### src/rtl/seg7_pkg.sv
// -----------------------------------------------------------------------------
// seg7_pkg
// Shared definitions for the seven-segment display path.
//   - SEG_TABLE : 16-entry hex-to-segment table, active-low {g,f,e,d,c,b,a}
//   - ANODE_OFF : all eight digit selects inactive (active-low)
//   - SEG_OFF   : all seven segments dark (active-low)
//   - scan_state_t : scan FSM encoding (BLANK / SHOW)
// -----------------------------------------------------------------------------
package seg7_pkg;

    localparam logic [7:0] ANODE_OFF = 8'hFF;
    localparam logic [6:0] SEG_OFF   = 7'h7F;

    typedef enum logic {
        BLANK = 1'b0,
        SHOW  = 1'b1
    } scan_state_t;

    // Active-low segment patterns, bit order {g,f,e,d,c,b,a}.
    localparam logic [6:0] SEG_TABLE [16] = '{
        7'b1000000,  // 0
        7'b1111001,  // 1
        7'b0100100,  // 2
        7'b0110000,  // 3
        7'b0011001,  // 4
        7'b0010010,  // 5
        7'b0000010,  // 6
        7'b1111000,  // 7
        7'b0000000,  // 8
        7'b0010000,  // 9
        7'b0001000,  // A
        7'b0000011,  // b
        7'b1000110,  // C
        7'b0100001,  // d
        7'b0000110,  // E
        7'b0001110   // F
    };

    function automatic logic [6:0] hex_to_seg(input logic [3:0] nibble);
        return SEG_TABLE[nibble];
    endfunction

endpackage

### src/rtl/seg7_hex_decode.sv
// -----------------------------------------------------------------------------
// seg7_hex_decode
// Purely combinational nibble -> active-low seven-segment pattern.
// Ports:
//   nibble  in  4  hex digit to show
//   seg     out 7  active-low segments {g,f,e,d,c,b,a}
// -----------------------------------------------------------------------------
module seg7_hex_decode
    import seg7_pkg::*;
(
    input  logic [3:0] nibble,
    output logic [6:0] seg
);

    assign seg = hex_to_seg(nibble);

endmodule

### src/rtl/seg7_scan_driver.sv
// -----------------------------------------------------------------------------
// seg7_scan_driver
// Scans a 32-bit hex value onto an 8-digit multiplexed seven-segment display.
// Each digit slot lasts REFRESH_DIV cycles; the first BLANK_CYC cycles of a
// slot keep every anode off to suppress ghosting. The displayed value is
// double-buffered and only changes when the scan wraps from digit 7 to 0.
// Parameters:
//   REFRESH_DIV  clk cycles per digit slot (>= 4)
//   BLANK_CYC    blank cycles at the start of a slot (< REFRESH_DIV-1)
// Ports:
//   clk          in  1   system clock
//   reset        in  1   asynchronous, active-high reset
//   value        in  32  value to show; nibble k on digit k (digit 0 rightmost)
//   load         in  1   one-cycle strobe capturing value
//   digit_en     in  8   per-digit enable (0 keeps that anode off)
//   anode        out 8   active-low digit select, registered
//   cathode      out 7   active-low segments {g,f,e,d,c,b,a}, registered
//   frame_start  out 1   one-cycle pulse as the scan wraps to digit 0
// -----------------------------------------------------------------------------
module seg7_scan_driver
    import seg7_pkg::*;
#(
    parameter int REFRESH_DIV = 100000,
    parameter int BLANK_CYC   = 50
) (
    input  logic        clk,
    input  logic        reset,
    input  logic [31:0] value,
    input  logic        load,
    input  logic [7:0]  digit_en,
    output logic [7:0]  anode,
    output logic [6:0]  cathode,
    output logic        frame_start
);

    localparam int DIV_W = (REFRESH_DIV > 1) ? $clog2(REFRESH_DIV) : 1;
    localparam logic [DIV_W-1:0] DIV_LAST   = DIV_W'(REFRESH_DIV - 1);
    localparam logic [DIV_W-1:0] BLANK_LAST = DIV_W'(BLANK_CYC - 1);

    scan_state_t      state, state_next;
    logic [DIV_W-1:0] div, div_next;
    logic [2:0]       idx, idx_next;
    logic             slot_end;
    logic             wrap;

    logic [31:0]      pending;
    logic             pend_flag;
    logic [31:0]      display;

    logic [3:0]       cur_nibble;
    logic [6:0]       cur_seg;
    logic [7:0]       lit_mask;

    assign slot_end = (div == DIV_LAST);

    // -------------------------------------------------------------------------
    // Scan FSM: state register
    // -------------------------------------------------------------------------
    // NOTE: sequential state uses non-blocking assignments so every register
    // samples the pre-edge values of the others, regardless of block order.
    always_ff @(posedge clk or posedge reset) begin
        if (reset) begin
            state <= BLANK;
            div   <= '0;
            idx   <= '0;
        end else begin
            state <= state_next;
            div   <= div_next;
            idx   <= idx_next;
        end
    end

    // -------------------------------------------------------------------------
    // Scan FSM: next state, divider and digit advance
    // -------------------------------------------------------------------------
    // NOTE: every output of this block gets a default first so no path can
    // leave one unassigned and infer a latch.
    always_comb begin
        state_next = state;
        idx_next   = idx;
        wrap       = 1'b0;
        div_next   = slot_end ? '0 : div + DIV_W'(1);

        case (state)
            BLANK: begin
                if (div == BLANK_LAST) begin
                    state_next = SHOW;
                end
            end
            SHOW: begin
                // BLANK_CYC < REFRESH_DIV-1 guarantees slot_end is only ever
                // seen in SHOW, so the digit advances exactly once per slot.
                if (slot_end) begin
                    state_next = BLANK;
                    idx_next   = idx + 3'd1;
                    wrap       = (idx == 3'd7);
                end
            end
            default: begin
                state_next = BLANK;
            end
        endcase
    end

    // -------------------------------------------------------------------------
    // Double buffer: loads collect in pending and move to display on the wrap.
    // A load on the wrap cycle itself bypasses pending and lands directly.
    // -------------------------------------------------------------------------
    always_ff @(posedge clk or posedge reset) begin
        if (reset) begin
            pending   <= '0;
            pend_flag <= 1'b0;
            display   <= '0;
        end else begin
            if (load) begin
                pending <= value;
            end

            if (wrap) begin
                pend_flag <= 1'b0;
                if (load) begin
                    display <= value;
                end else if (pend_flag) begin
                    display <= pending;
                end
            end else if (load) begin
                pend_flag <= 1'b1;
            end
        end
    end

    // -------------------------------------------------------------------------
    // Registered outputs, one cycle behind the scan state.
    // -------------------------------------------------------------------------
    assign cur_nibble = display[{idx, 2'b00} +: 4];
    assign lit_mask   = digit_en & (8'b1 << idx);

    seg7_hex_decode u_hex_decode (
        .nibble (cur_nibble),
        .seg    (cur_seg)
    );

    always_ff @(posedge clk or posedge reset) begin
        if (reset) begin
            anode       <= ANODE_OFF;
            cathode     <= SEG_OFF;
            frame_start <= 1'b0;
        end else begin
            frame_start <= wrap;
            if (state == SHOW) begin
                anode   <= ~lit_mask;
                cathode <= cur_seg;
            end else begin
                anode   <= ANODE_OFF;
                cathode <= SEG_OFF;
            end
        end
    end

endmodule

### config.mk
export PLATFORM = sky130hd
export DESIGN_NAME = seg7_scan_driver
export DESIGN_NICKNAME = d
export VERILOG_FILES = /design/src/rtl/seg7_pkg.sv /design/src/rtl/seg7_hex_decode.sv /design/src/rtl/seg7_scan_driver.sv
export SDC_FILE = /design/constraint.sdc
export NUM_CORES = 1
export LEC_CHECK = 0
export ABC_AREA = 1
export BUFFER_PORTS_ARGS = -buffer_cell sky130_fd_sc_hd__buf_2
export CORE_ASPECT_RATIO = 1.5
export CORE_MARGIN = 1
export CORE_UTILIZATION = 47
export CTS_BUF_LIST = sky130_fd_sc_hd__clkbuf_2 sky130_fd_sc_hd__clkbuf_4 sky130_fd_sc_hd__clkbuf_8
export DETAILED_ROUTE_END_ITERATION = 10
export PLACE_DENSITY = 0.65
export SETUP_SLACK_MARGIN = 0.4
export SLEW_MARGIN = 5
export SYNTH_ARGS = -nofsm -noshare
export SYNTH_HDL_FRONTEND = slang
export SYNTH_HIERARCHICAL = 1
export SYNTH_SLANG_ARGS = --single-unit
export TNS_END_PERCENT = 1
### constraint.sdc
create_clock -name clk -period 6.5 [get_ports clk]
set_input_delay 0.65 -clock clk [delete_from_list [all_inputs] [get_ports clk]]
set_output_delay 0.65 -clock clk [all_outputs]
set_load 0.01 [all_outputs]
# == Yosys cells after proc, flatten, opt, wreduce, memory -nomap -nowiden ==
# Memories as Yosys holds them, arrays and structs flattened.
# Cells that the tools add are included.
# classes
n_lt_le_gt_ge,1
shifts,2
mul,0
addsub,2
n_reduce_logical,4
eq_ne,3
muxes,14
n_bitwise,4
n_div,0
# ops
cell,count
two-way mux 32 bit,2
variable part select 32 x 6 -> 4 bit,1
two-way mux 7 bit,3
"adder 17 x 1 -> 17 bit, second input constant",1
"equality test 17 bit, second input constant",1
"equality test 17 x 6 -> 1 bit, second input constant",1
two-way mux 17 bit,1
bitwise AND 8 bit,1
two-way mux 8 bit,1
inverter 8 bit,1
"<< shifter 1 x 3 -> 8 bit, first input constant",1
two-way mux 1 bit,6
"greater-or-equal comparator 5 bit, second input constant",1
inverter 4 -> 5 bit,1
AND reduction 2 bit,2
nonzero test 2 bit,2
"adder 3 x 1 -> 3 bit, second input constant",1
"equality test 3 bit, second input constant",1
one-hot mux 1 bit (2 select lines),1
inverter 1 bit,1
# word_totals
out_inout_bits,16
input_bits,43
ram_bits,0
mem_count,1
rom_bits,112
latch_bits,0
word_cells,40
reg_bits,102
# mem_list
memory,depth,word_bits,rd,rd_clocked_by_memory_dff,wr,line,text
(no name shown),16,7,1,0,0,seg7_pkg.sv:40,return SEG_TABLE[nibble];

# == Logic depth before layout (Yosys ltp) ==
# depth
depth_word,6
mapped_depth,13
ltp_nobuf,12

# == Modules after synthesis ==
# Netlist, hierarchy kept.
# by_module_without_submodules
module,seq_area_each_um2,area_each_um2,cells_each,instances
seg7_scan_driver,2571.2,5029.8,605,1
seg7_hex_decode,0.0,274.0,49,1

# == Worst setup path after synthesis ==
# Ideal clock, no wire load.
# synth_timing
kind,flip-flop to flip-flop
start,reg idx[0]
end,reg cathode[1]
path_slack_ps,4320
path_stages_with_launch,12
path_buffers,2
synth_period_minus_slack_ps,2180
t_required_ps,6416
setup_ps,84
arrival_time_ps,2096
path_cell_list,dfrtp_1 -> buf_2 -> clkinv_1 -> buf_2 -> o21ai_0 -> nand2_1 -> o21a_1 -> inv_1 -> ha_1 -> nand3_1 -> nand2_1 -> or2_2
# synth_via
elab_chain_cells,6
# synth_rtl
element,line,text
start: declaration,seg7_scan_driver.sv:42,"logic [2:0] idx, idx_next;"
start signal: assignment,seg7_scan_driver.sv:69,idx <= idx_next;
variable part select 32 x 6 -> 4 bit,seg7_scan_driver.sv:135,"assign cur_nibble = display[{idx, 2'b00} +: 4];"
via cur_nibble[1],seg7_scan_driver.sv:50,logic [3:0] cur_nibble;
inverter 4 -> 5 bit (implied by the code),seg7_pkg.sv:40,
memory (16 x 7 bit),--,
two-way mux 7 bit (implied by the code) (2 in series),seg7_pkg.sv:40,
via cur_seg[1],seg7_scan_driver.sv:51,logic [6:0] cur_seg;
two-way mux 7 bit,seg7_scan_driver.sv:150,if (state == SHOW) begin
end signal: assignment,seg7_scan_driver.sv:152,cathode <= cur_seg;
end: declaration,seg7_scan_driver.sv:32,"output logic [6:0] cathode,"
# The timed path passes the listed nets, and every way through them passes these cells. The select of a mux whose other input is x is not followed.
# A chain may end at the register's enable or synchronous reset.

# == Final worst setup path ==
# layout_timing
start,reg idx[0]
end,reg display[28]
# layout_via
elab_chain_cells,4
# layout_rtl
element,line,text
equality test 3 bit,seg7_scan_driver.sv:96,wrap = (idx == 3'd7);
two-way mux 1 bit,seg7_scan_driver.sv:93,if (slot_end) begin
two-way mux 1 bit,seg7_scan_driver.sv:84,case (state)
AND reduction 2 bit (no source line),--,
end signal: assignment,seg7_scan_driver.sv:122,display <= value;
end signal: assignment,seg7_scan_driver.sv:124,display <= pending;
end: declaration,seg7_scan_driver.sv:48,logic [31:0] display;
# Every way passes these cells.

==> results.toml <==
[status]
status = "finished clean"

[cells_and_area]
seq_area_mm2 = 0.00257
fin_util_pct = 53.1
nFillCells = 1125
layout_common_cells = "inv_1, nand2_1, dfrtp_1, buf_2, o21ai_0"
areaGrowthSynthToFinish_pct = 10.0
multi_input_area_mm2 = 0.00205
drive_above_1_share_pct = 20.9
fin_nets = 756
final_cells = 850
antennaDiodeCount = 0
final_common_cell = "inv_1"

[detailed_routing]
viasPerCell = 4.91
dr_total_vias = 4172
wl_mm = 11.2
routedWlPerCell_um = 13.2
drtIter0Drc = 158
drc = 0
detail_route.first_pass.iterations = 4
antenna_left = 0

[flow_run]
drv_cap = 0

[place]
port_buffers = 58
hpwlAfterDp_mm = 8.05
pre_cts_slack_ps = 3490
place_congestion = 0.859
dp.cells = 834

[timing]
fmax_mhz = 331
setup_viol = 0
setup_slack_ps = 3480
period_needed_ps = 3020
relSlewSlack_pct = 32.7
timing.setup.tns_ps = 0
worstMarginPinSlew_ps = 1000
finClkSkew_ps = 7.83
finalCritPeriodShare_pct = 46.4
final_hold_viol_count = 0
rsz0062_at_grt = "no"
drv_slew = 0

[worst_hold_path]
hold_class = "input port to asynchronous set/reset pin"

[global_routing]
met2_usage_pct = 36.2
grt_pass1_wl_mm = 19.1
grt_start_max_net_pins = 69
grt_use_met1_pct = 25.8
track_usage_pct = 20.9
grt_antenna_before_repair = 0
grt-ovfl-total = 0
grt_pass1_vias = 4161
grtUsageMet3_pct = 3.32
grt_busiest_layer = "met2"

[clock_tree]
cts_tree = "yes"
htreeDepth = 3
postCtsHoldBufs = 0
post_cts_buffers = 0
cts_sinks = 102
cts_resized = 0
cts_buffers = 9
cts_root_buf = "clkbuf_8"
insertion_delay_ps = 370
clk_pin_slew_ps = 100
cts_max_path_buffers = 2

[synthesis]
ys_ff_latch = 102
yosysUniqueCellTypes = 27
yosysTopAreaCell = "dfrtp_1"
post-synth-top-area-fraction_pct = 41.0
syn_area_per_cell_um2 = 8.11
synth_nets = 712
ys_top_cells_by_area = "dfrtp_1, inv_1, nand2_1, dfstp_2, o21ai_0"
syn_area_mm2 = 0.00530
yosys_warnings = 6
syn_inst = 654
yosysSeqAreaShare_pct = 48.5

[pwr]
power_leakage_nw = 2.96
internal_power_uw = 856
p_clk_share_pct = 36.7
powerDensity_mw_per_mm2 = 193
vdd_drop_max_uv = 122
power_switching_uw = 272
p_total_mw = 1.13
p_sw_share_pct = 24.1
pwr-share-comb_pct = 5.2
seqPwrFrac_pct = 58.1

[critical_path]
cp.required_ps = 6770
critPathArrivalTime_ps = 3290
start_kind = "flop"
crit_fanout = 34
cp-end-kind = "flop"
r2r_slack_ps = 3480
critical_path_class = "flop to flop"

[die]
ios = 59
num_rows = 47
die-area_mm2 = 0.0117
start_util_pct = 48.2
die_w_um = 88.7
coreArea_mm2 = 0.0110
die_h_um = 132
worst paths after layout:
kind                                           end               start  cells past startpoint
setup / recovery           display[28]$_DFFE_PP0P_  idx[0]$_DFFE_PP0P_                      8
hold / removal             pending[11]$_DFFE_PP0P_               reset                      2
setup reg to reg           display[28]$_DFFE_PP0P_  idx[0]$_DFFE_PP0P_                      8
hold reg to reg                   div[0]$_DFF_PP0_    div[0]$_DFF_PP0_                      1
max in group asynchronous   display[3]$_DFFE_PP0P_               reset                      3
min in group clk                anode[0]$_DFF_PP1_         digit_en[0]                      2
worst max-delay path: stages, from the launching register on:
cell and delay (ps):
dfrtp_1 560, ha_1 310, ha_1 200, nand2_1 80, clkinv_1 780, nand4_4 730, nand2_1 130, nand2_1 80
inv_1 40
registers in the layout, indices dropped and copies added, names as in the netlist:
register,count
frame_start,1
cathode,7
idx,3
pending,32
div,17
anode,8
pend_flag,1
state,1
display,32
synthesized netlist by cell type (all sizes together):
library cell / number
nand4: 38
clkbuf: 13
ha: 15
buf: 13
nor2: 35
nand2: 131
nor3b: 2
nand3: 30
and2: 1
xor2: 7
o21a: 4
dfstp: 15
dfrtp: 87
a21oi: 22
clkinv: 3
o21ai: 58
inv: 137
or2: 40
nor3: 3
cell families after synthesis:
logic type / synth area share (%)
flip-flops: 48.5
adder cells (fa/ha/maj): 3.54
AO/OA/AOI/OAI: 8.19
AND/OR/NAND/NOR: 25.8
XOR/XNOR: 1.16
buffers and inverters: 12.9
area by class of cell:
class,count,share of cell area (%)
tap,147,3.15
sequential,102,44.1
timing repair buffer,59,5.10
clock inverter,7,1.41
inverter,140,9.05
clock buffer,9,2.12
multi-input combinational,386,35.1
metal layers:
layer | vias to the layer above | part of all wire [%]
met3 | 21 | 3.1
met4 | 0 | 2.2
li1 | 2103 | -
met5 | - | 0
met2 | 92 | 52
met1 | 1956 | 43
stage by stage:
stage	hold WS [ps]	instance area (um^2)
floorplan	456	5300
global placement	477	5630
detailed placement	485	5630
CTS	281	5840
global route	297	5840
finish	287	5840
power by group through the flow:
stage | Clock (mW) | Combinational (mW) | Sequential, mW
finish | 0.414 | 0.0582 | 0.656
global route | 0.457 | 0.0681 | 0.658
CTS | 0.428 | 0.0603 | 0.656
detailed placement | 0 | 0.0599 | 0.668
global placement | 0 | 0.0582 | 0.668
floorplan | 0 | 0.0361 | 0.667
Power figures use the tool's default switching activity.
